==> src/rtl/switch_pkg.sv <==
// Shared types for the switch multiplier: operand/product types, register pair,
// multiply FSM states and the operand magnitude helper.
package switch_pkg;

  localparam int DW   = 8;
  localparam int PW   = 2 * (DW + 1);
  localparam int ITER = DW + 1;
  localparam int CW   = $clog2(ITER + 1);

  typedef logic signed [DW:0]   sw_in_t;
  typedef logic        [DW:0]   mag_t;
  typedef logic signed [PW-1:0] product_t;

  typedef struct packed {
    sw_in_t multiplicand;
    sw_in_t multiplier;
  } registers_t;

  typedef enum logic [1:0] {IDLE, RUN, DONE} mult_state_t;

  // Unsigned magnitude; the most negative operand maps to 2**DW, which still fits.
  function automatic mag_t magnitude(input sw_in_t v);
    magnitude = v[DW] ? mag_t'(-v) : mag_t'(v);
  endfunction

endpackage

==> src/rtl/shift_add_unit.sv <==
// Iterative unsigned shift-add datapath: one partial product per step,
// flags the final iteration to the controlling FSM.
module shift_add_unit
  import switch_pkg::*;
(
  input  logic          clk,
  input  logic          rst,
  input  logic          i_init,
  input  logic          i_step,
  input  logic [DW:0]   i_md_mag,
  input  logic [DW:0]   i_mr_mag,
  output logic [PW-1:0] o_acc,
  output logic          o_last
);

  logic [DW:0]   r_md_mag;
  logic [DW:0]   r_mr_mag;
  logic [PW-1:0] r_acc;
  logic [CW-1:0] r_count;
  logic [PW-1:0] w_partial;

  assign w_partial = {{(PW-DW-1){1'b0}}, r_md_mag} << r_count;

  // NOTE: sequential state uses <= so every register samples pre-edge values.
  always_ff @(posedge clk or negedge rst) begin
    if (!rst) begin
      r_md_mag <= '0;
      r_mr_mag <= '0;
      r_acc    <= '0;
      r_count  <= '0;
    end else if (i_init) begin
      r_md_mag <= i_md_mag;
      r_mr_mag <= i_mr_mag;
      r_acc    <= '0;
      r_count  <= '0;
    end else if (i_step) begin
      if (r_mr_mag[0]) r_acc <= r_acc + w_partial;
      r_mr_mag <= r_mr_mag >> 1;
      r_count  <= r_count + 1'b1;
    end
  end

  assign o_acc  = r_acc;
  assign o_last = (r_count == CW'(ITER - 1));

endmodule

==> src/rtl/mult_seq_ctrl.sv <==
// Sequencing controller for the signed switch multiplier: operand capture,
// IDLE/RUN/DONE control of the shift-add unit, sign fix and product hold.
module mult_seq_ctrl
  import switch_pkg::*;
(
  input  logic                 clk,
  input  logic                 rst,
  input  logic [DW:0]          sw_i,
  input  logic                 sel_i,
  input  logic                 load_i,
  input  logic                 start_i,
  output logic signed [PW-1:0] product_o,
  output logic                 busy_o,
  output logic                 done_o
);

  mult_state_t   r_state;
  mult_state_t   w_next;
  registers_t    r_regs;
  logic          r_sign;
  logic [PW-1:0] r_product;

  logic          w_init;
  logic          w_step;
  logic [DW:0]   w_md_mag;
  logic [DW:0]   w_mr_mag;
  logic [PW-1:0] w_acc;
  logic          w_last;
  logic [PW-1:0] w_result;

  assign w_md_mag = magnitude(r_regs.multiplicand);
  assign w_mr_mag = magnitude(r_regs.multiplier);

  shift_add_unit u_shift_add (
    .clk      (clk),
    .rst      (rst),
    .i_init   (w_init),
    .i_step   (w_step),
    .i_md_mag (w_md_mag),
    .i_mr_mag (w_mr_mag),
    .o_acc    (w_acc),
    .o_last   (w_last)
  );

  always_ff @(posedge clk or negedge rst) begin
    if (!rst) r_state <= IDLE;
    else      r_state <= w_next;
  end

  // NOTE: defaults come first so no path through the case leaves a signal unassigned.
  always_comb begin
    w_next = r_state;
    w_init = 1'b0;
    w_step = 1'b0;
    case (r_state)
      IDLE: begin
        if (start_i) begin
          w_init = 1'b1;
          w_next = RUN;
        end
      end
      RUN: begin
        w_step = 1'b1;
        if (w_last) w_next = DONE;
      end
      DONE:    w_next = IDLE;
      default: w_next = IDLE;
    endcase
  end

  // A start sharing a cycle with a load sees the old operands; the load still lands.
  always_ff @(posedge clk or negedge rst) begin
    if (!rst) begin
      r_regs    <= '0;
      r_sign    <= 1'b0;
      r_product <= '0;
    end else begin
      if (r_state == IDLE && load_i) begin
        if (sel_i) r_regs.multiplier   <= sw_i;
        else       r_regs.multiplicand <= sw_i;
      end
      if (w_init)           r_sign    <= r_regs.multiplicand[DW] ^ r_regs.multiplier[DW];
      if (r_state == DONE)  r_product <= w_result;
    end
  end

  assign w_result = r_sign ? -w_acc : w_acc;

  // The new product is visible during the DONE cycle so it lines up with done_o.
  assign busy_o    = (r_state == RUN);
  assign done_o    = (r_state == DONE);
  assign product_o = done_o ? w_result : r_product;

endmodule

==> config.mk <==
export PLATFORM = sky130hd
export DESIGN_NAME = mult_seq_ctrl
export DESIGN_NICKNAME = d
export VERILOG_FILES = /design/src/rtl/switch_pkg.sv /design/src/rtl/shift_add_unit.sv /design/src/rtl/mult_seq_ctrl.sv
export SDC_FILE = /design/constraint.sdc
export NUM_CORES = 1
export LEC_CHECK = 0
export ABC_AREA = 1
export BUFFER_PORTS_ARGS = -buffer_cell sky130_fd_sc_hd__buf_2
export CAP_MARGIN = 20
export CORE_MARGIN = 4
export CORE_UTILIZATION = 50
export DETAILED_ROUTE_END_ITERATION = 8
export PLACE_DENSITY = 0.68
export RECOVER_POWER = 50
export SLEW_MARGIN = 10
export SYNTH_ARGS = -nofsm -noshare
export SYNTH_HDL_FRONTEND = slang
export SYNTH_SLANG_ARGS = --single-unit
==> constraint.sdc <==
create_clock -name clk -period 2.85 [get_ports clk]
set_input_delay 0 -clock clk [delete_from_list [all_inputs] [get_ports clk]]
set_output_delay 0 -clock clk [all_outputs]
set_load 0.1 [all_outputs]
==> run summary, run 1 <==
Number of enable flip-flop cells after synthesis: 0
Post-route cell area: 0.00578 mm2
Status: finished with violations
Post-synthesis area per instance: 7.17 um2
Crit end category: register
Vias in the first global route: 4,735
Final antenna-violating net count: 0
Final Skew: 0.00560 ns
Worst Path Max Fanout: 8
RSZ-0062 raised after global routing: no
Ratio of cells with drive above 1 in the final layout: 0.114
Pre-Repair DR Iteration Count: 5
Dpl cells: 869
DP HPWL: 9630 um
Share of synthesized registers carrying an async set or reset: 1.00
Area share of the largest cell type after synthesis: 0.386
Final net count: 796
Port buffer count: 33
CP required: 3.10 ns
Num Clock Sinks: 79
CTS buffer count: 9
Max-cap violations: 1
Max Clock Freq: 379 MHz
DRC violations left: 0
First-pass GRT wire length: 21,700 um
Routed WL per cell: 14.1 um
CTS H-tree lvls: 3
Synthesized area: 0.00512 mm2
Critical Setup Path Class: register to register
CTS tree: yes
Drt total wl: 12,600 um
Fillcell total: 915
Violation count after the first detailed-routing iteration: 259
Initial antenna violation count: 0
Synth cell types: 42
Worst slew margin: -0.261
Initial core utilization: 0.520
IO Pins: 34
Violated checks: max-capacitance violations, max-slew violations
Drt via density: 5.35
Crit path DAT: 2.89 ns
Root buf cell: clkbuf_8
Synth Flop Type: dfrtp_1
Dominant cell type by area after synthesis: dfrtp_1
Synthesis-stage register bit count: 79
Hold Vio Cnt, Final: 0
Worst slew pin tran: 1.89 ns
Final Cycle Share: 0.925
Largest net degree at the start of global routing: 80
Clock Latency Late Sink: 0.37 ns
Synth top area cells: dfrtp_1 (39%), nand2_1 (15%), inv_1 (5.4%), ha_1 (5.4%), o21ai_0 (5.3%)
Setup TNS: 0 ns
Final min period: 2.64 ns
Setup violators final: 0
Die X: 109 um
Register area share after synthesis: 0.386
Slew Limit Fails: 80
Placeable Area: 0.00986 mm2
Grt ovf: 0
Worst hold path class: primary input to register
Die area: 0.0119 mm2
Placed cell area: 0.00542 mm2
Fin cells: 896
Via count: 4,791
Area delta synth->final: 12.7%
Fin util: 0.586
Startpoint types: register
Die Y: 109 um
Syn Nets: 752
Tot GR Track Use: 0.232
Yosys Warn Count: 0
Num rows: 36
Final RePlAce weighted congestion: 0.952
Clk buf depth: 2
Clock slew at reported path FFs: 0.08 ns
Cells after Synth: 715
# diodes: 0
==> routing by layer <==
layer,wire (um),global-route usage,vias to the layer above,part of all wire
li1,-,-,2444,-
met1,5290,0.265,2196,0.42
met2,6410,0.418,124,0.51
met3,571,0.0509,27,0.045
met4,326,0.0944,0,0.026
met5,0,0,-,0
==> cell usage after synthesis, types with 2 or more instances <==
cell	n
dfrtp_1	79
clkbuf_1	7
a21oi_1	31
a21o_1	2
xor2_1	13
nor3_1	5
a22oi_1	6
buf_2	10
a31oi_1	8
o21ai_1	29
nand2_2	4
nand4_1	3
nor2_1	53
nand2_1	205
xnor2_1	5
o221ai_1	2
nand3_1	50
inv_2	11
o21ai_2	4
o21ai_0	54
o22ai_1	12
nand3b_1	3
o21bai_1	3
ha_1	22
nor2_2	2
o21a_1	2
buf_4	2
inv_1	74
==> worst max-delay path: stages, from the launching register on <==
cell	delay, ns
dfrtp_2	0.46
clkbuf_2	0.16
buf_4	0.17
nand2_1	0.06
nand3_1	0.10
nand3_1	0.08
nand2_1	0.09
nand2_1	0.07
nand2_1	0.06
ha_1	0.33
a21oi_1	0.22
a21boi_1	0.28
nor2_1	0.07
nor2_1	0.15
nand3_1	0.10
nand2_1	0.07
o21ai_1	0.05
==> cell families after synthesis <==
| family | share of synthesized area |
|---|---|
| buffers and inverters | 0.0823 |
| adder cells (fa/ha/maj) | 0.0576 |
| flip-flops | 0.386 |
| AO/OA/AOI/OAI | 0.173 |
| XOR/XNOR | 0.0308 |
| AND/OR/NAND/NOR | 0.271 |
==> final timing paths <==
path | start | endpoint | slack (ns) | cells past startpoint
setup / recovery | u_shift_add.r_count[0] | u_shift_add.o_acc[14] | 0.21 | 16
hold / removal | start_i | u_shift_add.r_md_mag[3] | 0.24 | 4
setup reg to reg | u_shift_add.r_count[0] | u_shift_add.o_acc[14] | 0.21 | 16
hold reg to reg | r_product[16] | r_product[16] | 0.48 | 2
max in group asynchronous | rst | u_shift_add.r_count[0] | 0.92 | 2
min in group asynchronous | rst | r_product[2] | 0.70 | 2
==> cells in the final DEF (no fill, tap or decap), types with 10 or more instances in the layout <==
cell type,n
nor2_1,53
xor2_1,13
o22ai_1,12
dlygate4sd3_1,10
clkbuf_8,12
inv_1,75
ha_1,22
nand3_1,50
buf_2,32
a21oi_1,29
nand2_1,205
dfrtp_1,78
o21ai_1,36
o21ai_0,46
==> registers in the layout, indices dropped and copies added, names as in the netlist <==
| signal | cells |
|---|---|
| u_shift_add.o_acc | 18 |
| r_product | 18 |
| u_shift_add.r_mr_mag | 9 |
| r_regs | 18 |
| r_sign | 1 |
| u_shift_add.r_count | 4 |
| r_state | 2 |
| u_shift_add.r_md_mag | 9 |
==> metrics by stage <==
stage | hold slack (ns) | worst slack [ns]
final | 0.236 | 0.213
after global routing | 0.291 | 0.00110
after CTS | 0.204 | 0.0855
after detailed placement | 0.222 | 0.114
after global placement | 0.215 | 0.166
after floorplan | -0.296 | -0.0511
==> layout make-up <==
cell class                 count  area [um2]  area share
multi-input combinational    531        2740       0.475
tap                          133         166      0.0288
sequential                    79        1980       0.342
inverter                      85         324      0.0561
timing repair buffer          53         334      0.0578
clock inverter                 3        65.1      0.0113
clock buffer                  12         165      0.0286
==> timing repair <==
item,4_1_cts,5_1_grt
resized for setup,0,6
setup buffers,0,2
hold buffers,10,0
endpoints found under the setup margin,0,9
endpoints found under the hold margin,97,0
Power of run 1 is not shown: default switching activity piles up to over one toggle a cycle in this logic, so the estimate is an artifact.
==> run 2: changes to the inputs <==
--- a/config.mk
+++ b/config.mk
@@ -6,12 +6,11 @@
 export NUM_CORES = 1
 export LEC_CHECK = 0
 export ABC_AREA = 1
-export BUFFER_PORTS_ARGS = -buffer_cell sky130_fd_sc_hd__buf_2
 export CAP_MARGIN = 20
 export CORE_MARGIN = 4
 export CORE_UTILIZATION = 50
 export DETAILED_ROUTE_END_ITERATION = 8
-export PLACE_DENSITY = 0.68
+export DONT_BUFFER_PORTS = 1
 export RECOVER_POWER = 50
 export SLEW_MARGIN = 10
 export SYNTH_ARGS = -nofsm -noshare
==> run 2 against run 1 <==
The run still ends with max-capacitance violations, max-slew violations left. Cell count down 1.7%. Wire length rose by 1.2%. Hold slack lost 0.21 ns. Sequential share of layout area increased by 0.051 points. Register-to-register slack improved by 0.03 ns. Clock skew increased by 0.0027 ns. Clock-buffer cell count shrank 1. Critical path depth shrank 2. Utilization fell by 0.051 points. Largest cell class unchanged.
==> run summary, run 2 (synthesis results as in run 1) <==
Status: finished with violations
Violated checks: max-capacitance violations, max-slew violations
Num Clock Sinks: 79 (unchanged)
Crit path from: u_shift_add.r_count[0]
DRC violations left: 0 (unchanged)
Final Skew: 0.00826 ns (+0.00266 ns)
Hold Vio Cnt, Final: 0 (unchanged)
Critical Setup Path Class: register to register
Final antenna-violating net count: 0 (unchanged)
Crit path DAT: 2.85 ns (-0.04 ns)
Die area: 0.0119 mm2 (unchanged)
Slew Limit Fails: 90 (+13%)
Worst Hold Slack: 0.0216 ns (-0.215 ns)
Initial antenna violation count: 0 (unchanged)
First-pass GRT wire length: 21,500 um (-0.77%)
Final min period: 2.61 ns (-0.0291 ns)
Worst Path Max Fanout: 13 (+5)
Met2 Use GR: 0.407 (-0.0114)
Crit-path cells: inv_6, nand2_1, nor2_1, nand2_1, nor2_1, ha_1, inv_1, fa_1, o21ai_2, nand2_1, nand2_1, nand3_1, a21oi_1, o21ai_1
Num rows: 36 (unchanged)
CTS tree: yes
# diodes: 0 (unchanged)
Grt met3 use: 0.0302 (-0.0207)
CTS H-tree lvls: 3 (unchanged)
DP HPWL: 9710 um (+0.81%)
Worst reg2reg path depth: 14 (-2)
Drt total wl: 12,700 um (+1.2%)
Grt ovf: 0 (unchanged)
Tot GR Track Use: 0.230 (-0.00240)
Setup violators final: 0 (unchanged)
Max-cap violations: 2 (+1)
Post-CTS setup buffers: 0 (unchanged)
Ratio of cells with drive above 1 in the final layout: 0.108 (-0.00573)
CP delay by family, top: simple AND/OR/NAND/NOR gates
Most frequent cells in the layout: nand2_1 (205), dfrtp_1 (77), inv_1 (74)
Max Clock Freq: 383 MHz (+1.1%)
Hold Crit Depth: 2 (-2)
Worst slew margin: -0.281 (-0.0202)
Placeable Area: 0.00986 mm2 (unchanged)
Busiest grt layer: met2
Fin util: 0.585 (about the same)
Initial core utilization: 0.520 (unchanged)
Largest net degree at the start of global routing: 80 (unchanged)
Worst slew pin tran: 1.92 ns (+0.0303 ns)
Via count: 4,723 (-1.4%)
Crit end category: register
Final net count: 780 (-2.0%)
Pre-Repair DR Iteration Count: 5 (unchanged)
HP Start: start_i
Die Y: 109 um (unchanged)
Critical register-to-register path startpoint: u_shift_add.r_count[0]
Violation count after the first detailed-routing iteration: 248 (-4.2%)
Root buf cell: clkbuf_8
Startpoint types: register
Hold endpoint: r_state[0]
Final RePlAce weighted congestion: 0.943 (-0.87%)
Cell repeated most along the worst path: nand2_1
Max stage delay on crit path: 0.48 ns (+0.02 ns)
WP depth: 14 (-2)
RSZ-0062 raised after global routing: no
Port buffer count: 0 (-100%)
GR met1 Demand/Resource: 0.276 (+0.0115)
Buf/Inv on CP: 2 (unchanged)
Clock slew at reported path FFs: 0.08 ns (about the same)
Worst hold path class: primary input to register
Slowest library cell on the worst path: dfrtp_2
Clock Latency Late Sink: 0.36 ns (about the same)
Final Cycle Share: 0.915 (-0.0102)
Area delta synth->final: 12.6% (about the same)
CP required: 3.09 ns (about the same)
Vias in the first global route: 4,538 (-4.2%)
IO Pins: 34 (unchanged)
Routed WL per cell: 14.5 um (+2.9%)
CTS buffer count: 9 (unchanged)
Fillcell total: 934 (+2.1%)
Drt via density: 5.36 (+0.26%)
Reg2Reg Setup Slack: 0.24 ns (+0.03 ns)
Clk buf depth: 2 (unchanged)
Die X: 109 um (unchanged)
Commonest non-fill, non-tap cell in the layout: nand2_1
R2r endpoint: u_shift_add.o_acc[14]
[run 2: cell count changes in the layout (fill, tap and decap cells not counted), moves of 2 or more]
cell,before,now
o21ai_0,46,44
buf_2,32,0
o21ai_2,5,16
clkbuf_1,1,3
a21oi_1,29,31
a21oi_2,3,1
o21ai_1,36,27
buf_4,8,23
clkinvlp_4,0,2
[run 2: final cells by class]
cell class	count	area (um2)	area share
Sequential cell	79	1980	0.343
Tap cell	133	166	0.0288
Clock buffer	11	151	0.0262
Clock inverter	5	80.1	0.0139
Timing Repair Buffer	37	289	0.0501
Inverter	85	327	0.0566
Multi-Input combinational cell	531	2780	0.481
[run 2: metal layers]
layer	share of wire	wire length (um)
met1	0.43	5460
met4	0.034	427
met2	0.50	6340
met3	0.040	506
met5	0	0
[run 2: through the flow]
step | instances | cell area (um2) | setup TNS (ns) | setup slack (ns)
after detailed placement | 854 | 5440 | 0 | 0.175
after CTS | 881 | 5800 | 0 | 0.122
after floorplan | 715 | 5130 | -0.0511 | -0.0511
after global routing | 881 | 5770 | 0 | 0.00805
after global placement | 854 | 5440 | 0 | 0.189
final | 881 | 5770 | 0 | 0.242
[run 2: worst max-delay path by stage]
stage / end
finish: u_shift_add.o_acc[14]
global route: u_shift_add.o_acc[14]
CTS: u_shift_add.o_acc[14]
detailed placement: u_shift_add.o_acc[14]
global placement: u_shift_add.o_acc[15]
floorplan: r_product[1]
[run 2: what timing repair did]
item | 4_1_cts | 5_1_grt
hold buffers | 11 | 0
endpoints found under the setup margin | 0 | 8
hold endpoints to repair | 97 | 0
gates resized for setup | 0 | 5
Power of run 2 is left out for the same reason.
==> run 3: changes to the inputs <==
--- a/config.mk
+++ b/config.mk
@@ -6,12 +6,15 @@
 export NUM_CORES = 1
 export LEC_CHECK = 0
 export ABC_AREA = 1
+export ABC_CLOCK_PERIOD_IN_PS = 2850
 export CAP_MARGIN = 20
 export CORE_MARGIN = 4
 export CORE_UTILIZATION = 50
+export CTS_CLUSTER_DIAMETER = 60
 export DETAILED_ROUTE_END_ITERATION = 8
 export DONT_BUFFER_PORTS = 1
 export RECOVER_POWER = 50
+export REMOVE_ABC_BUFFERS = 1
 export SLEW_MARGIN = 10
 export SYNTH_ARGS = -nofsm -noshare
 export SYNTH_HDL_FRONTEND = slang
==> run 3 against run 2 <==
The flow still finishes with violations (max-capacitance violations, max-slew violations). Die area stayed put. Cell area decreased by 0.13%. Wire length rose by 2.5%. Sequential cell count stayed put. First-iteration DRC count down 24%. Via count is 0.83% lower. Clock skew increased by 0.0061 ns. Fmax up 0.31%. Global-route usage is 1.0 points higher. Hold slack better by 0.15 ns. Worst setup slack better by 0.0080 ns. Clock-buffer cell count unchanged.
==> run summary, run 3 (synthesis results as in run 1) <==
Setup TNS: 0 ns (unchanged)
Drt via density: 5.29 (-1.3%)
Clk buf depth: 2 (unchanged)
Via count: 4,684 (-0.83%)
Port buffer count: 0 (unchanged)
Final net count: 784 (+0.51%)
RSZ-0062 raised after global routing: yes
Hold Vio Cnt, Final: 0 (unchanged)
Worst slew pin tran: 2.00 ns (+0.0760 ns)
Max Clock Freq: 385 MHz (+0.31%)
Num Clock Sinks: 79 (unchanged)
Critical Setup Path Class: register to register
First-pass GRT wire length: 22,100 um (+3.1%)
Worst reg2reg path depth: 14 (unchanged)
Worst slew margin: -0.331 (-0.0507)
Final min period: 2.60 ns (-0.00797 ns)
Violated checks: max-capacitance violations, max-slew violations
Die Y: 109 um (unchanged)
Commonest non-fill, non-tap cell in the layout: nand2_1
IO Pins: 34 (unchanged)
Final antenna-violating net count: 0 (unchanged)
Startpoint types: register
DP HPWL: 9920 um (+2.2%)
Setup violators final: 0 (unchanged)
PnR worst setup slack: 0.250 ns (+0.00797 ns)
Most frequent cells in the layout: nand2_1 (205), dfrtp_1 (79), inv_1 (74)
Drt total wl: 13,100 um (+2.5%)
Initial antenna violation count: 0 (unchanged)
Final Skew: 0.0144 ns (+0.00612 ns)
Final Cycle Share: 0.912 (-0.00280)
Final RePlAce weighted congestion: 0.935 (-0.88%)
Vias in the first global route: 4,691 (+3.4%)
Die area: 0.0119 mm2 (unchanged)
Largest net degree at the start of global routing: 80 (unchanged)
Clock slew at reported path FFs: 0.08 ns (about the same)
Routed WL per cell: 14.8 um (+2.0%)
Num rows: 36 (unchanged)
Area delta synth->final: 12.5%
Placeable Area: 0.00986 mm2 (unchanged)
CTS H-tree lvls: 3 (unchanged)
Dpl ws: 0.221 ns (+0.0464 ns)
Grt ovf: 0 (unchanged)
Worst Path Max Fanout: 13 (unchanged)
Hold Crit Depth: 2 (unchanged)
Root buf cell: clkbuf_8
Pre-Repair DR Iteration Count: 4 (-1)
Status: finished with violations
CTS tree: yes
Crit end category: register
# diodes: 0 (unchanged)
Max-cap violations: 1 (-1)
Clock Latency Late Sink: 0.37 ns (about the same)
CP required: 3.11 ns (+0.02 ns)
DRC violations left: 0 (unchanged)
Slew Limit Fails: 80 (-11%)
Die X: 109 um (unchanged)
Ratio of cells with drive above 1 in the final layout: 0.110 (+0.00208)
Worst hold path class: primary input to register
Initial core utilization: 0.520 (unchanged)
Crit path DAT: 2.86 ns (about the same)
Violation count after the first detailed-routing iteration: 189 (-24%)
Worst Hold Slack: 0.173 ns (+0.151 ns)
CTS buffer count: 9 (unchanged)
Tot GR Track Use: 0.240 (+0.0101)
==> run 3: worst max-delay path, stage by stage, from the launching register on <==
cell     delay [ns]
dfrtp_1        0.41
inv_2          0.18
nand2_1        0.07
nor2_1         0.13
nand2_1        0.09
nor2_1         0.11
ha_1           0.19
inv_1          0.06
fa_1           0.43
o21ai_2        0.23
nand2_1        0.07
nand2_1        0.10
nand3_1        0.15
a21oi_1        0.18
o21ai_1        0.08
==> run 3: routing by layer <==
layer,wire length (um),track usage,vias to the layer above
li1,-,-,2421
met1,5530,0.276,2158
met2,6790,0.438,85
met3,433,0.0462,20
met4,292,0.0899,0
met5,0,0,-
==> run 3: cell type report <==
type                    instances  area (um2)
fillers                       947        4100
multi-input cells             531        2790
clock buffers                  11         131
repair buffers                 41         345
well taps                     133         166
clock inverters                 5        35.0
flip-flops and latches         79        1980
inverters                      85         322
==> run 3: path summary, 6_finish.rpt <==
| path | start | to | slack, ns |
|---|---|---|---|
| worst max-delay path | u_shift_add.r_count[0] | u_shift_add.o_acc[14] | 0.25 |
| worst min-delay path | sel_i | r_regs[1] | 0.17 |
| worst max register to register | u_shift_add.r_count[0] | u_shift_add.o_acc[14] | 0.25 |
| worst min register to register | r_product[10] | r_product[10] | 0.48 |
| max in group asynchronous | rst | u_shift_add.o_acc[1] | 0.86 |
| min in group asynchronous | rst | u_shift_add.o_acc[8] | 0.80 |
==> run 3: per-stage QoR <==
| stage | area [um2] | instances | util |
|---|---|---|---|
| 3_3_place_gp | 5470 | 856 | 0.555 |
| 4_1_cts | 5780 | 884 | 0.585 |
| 5_1_grt | 5760 | 885 | 0.584 |
| 6_report | 5760 | 885 | 0.584 |
| 2_1_floorplan | 5020 | 695 | - |
| 3_5_place_dp | 5470 | 856 | 0.555 |
==> run 3: what timing repair did <==
action,4_1_cts,5_1_grt
endpoints found under the setup margin,0,3
endpoints found under the hold margin,98,0
resized for setup,0,3
hold buffers,12,0
buffers inserted,0,1
Power of run 3 is left out for the same reason.
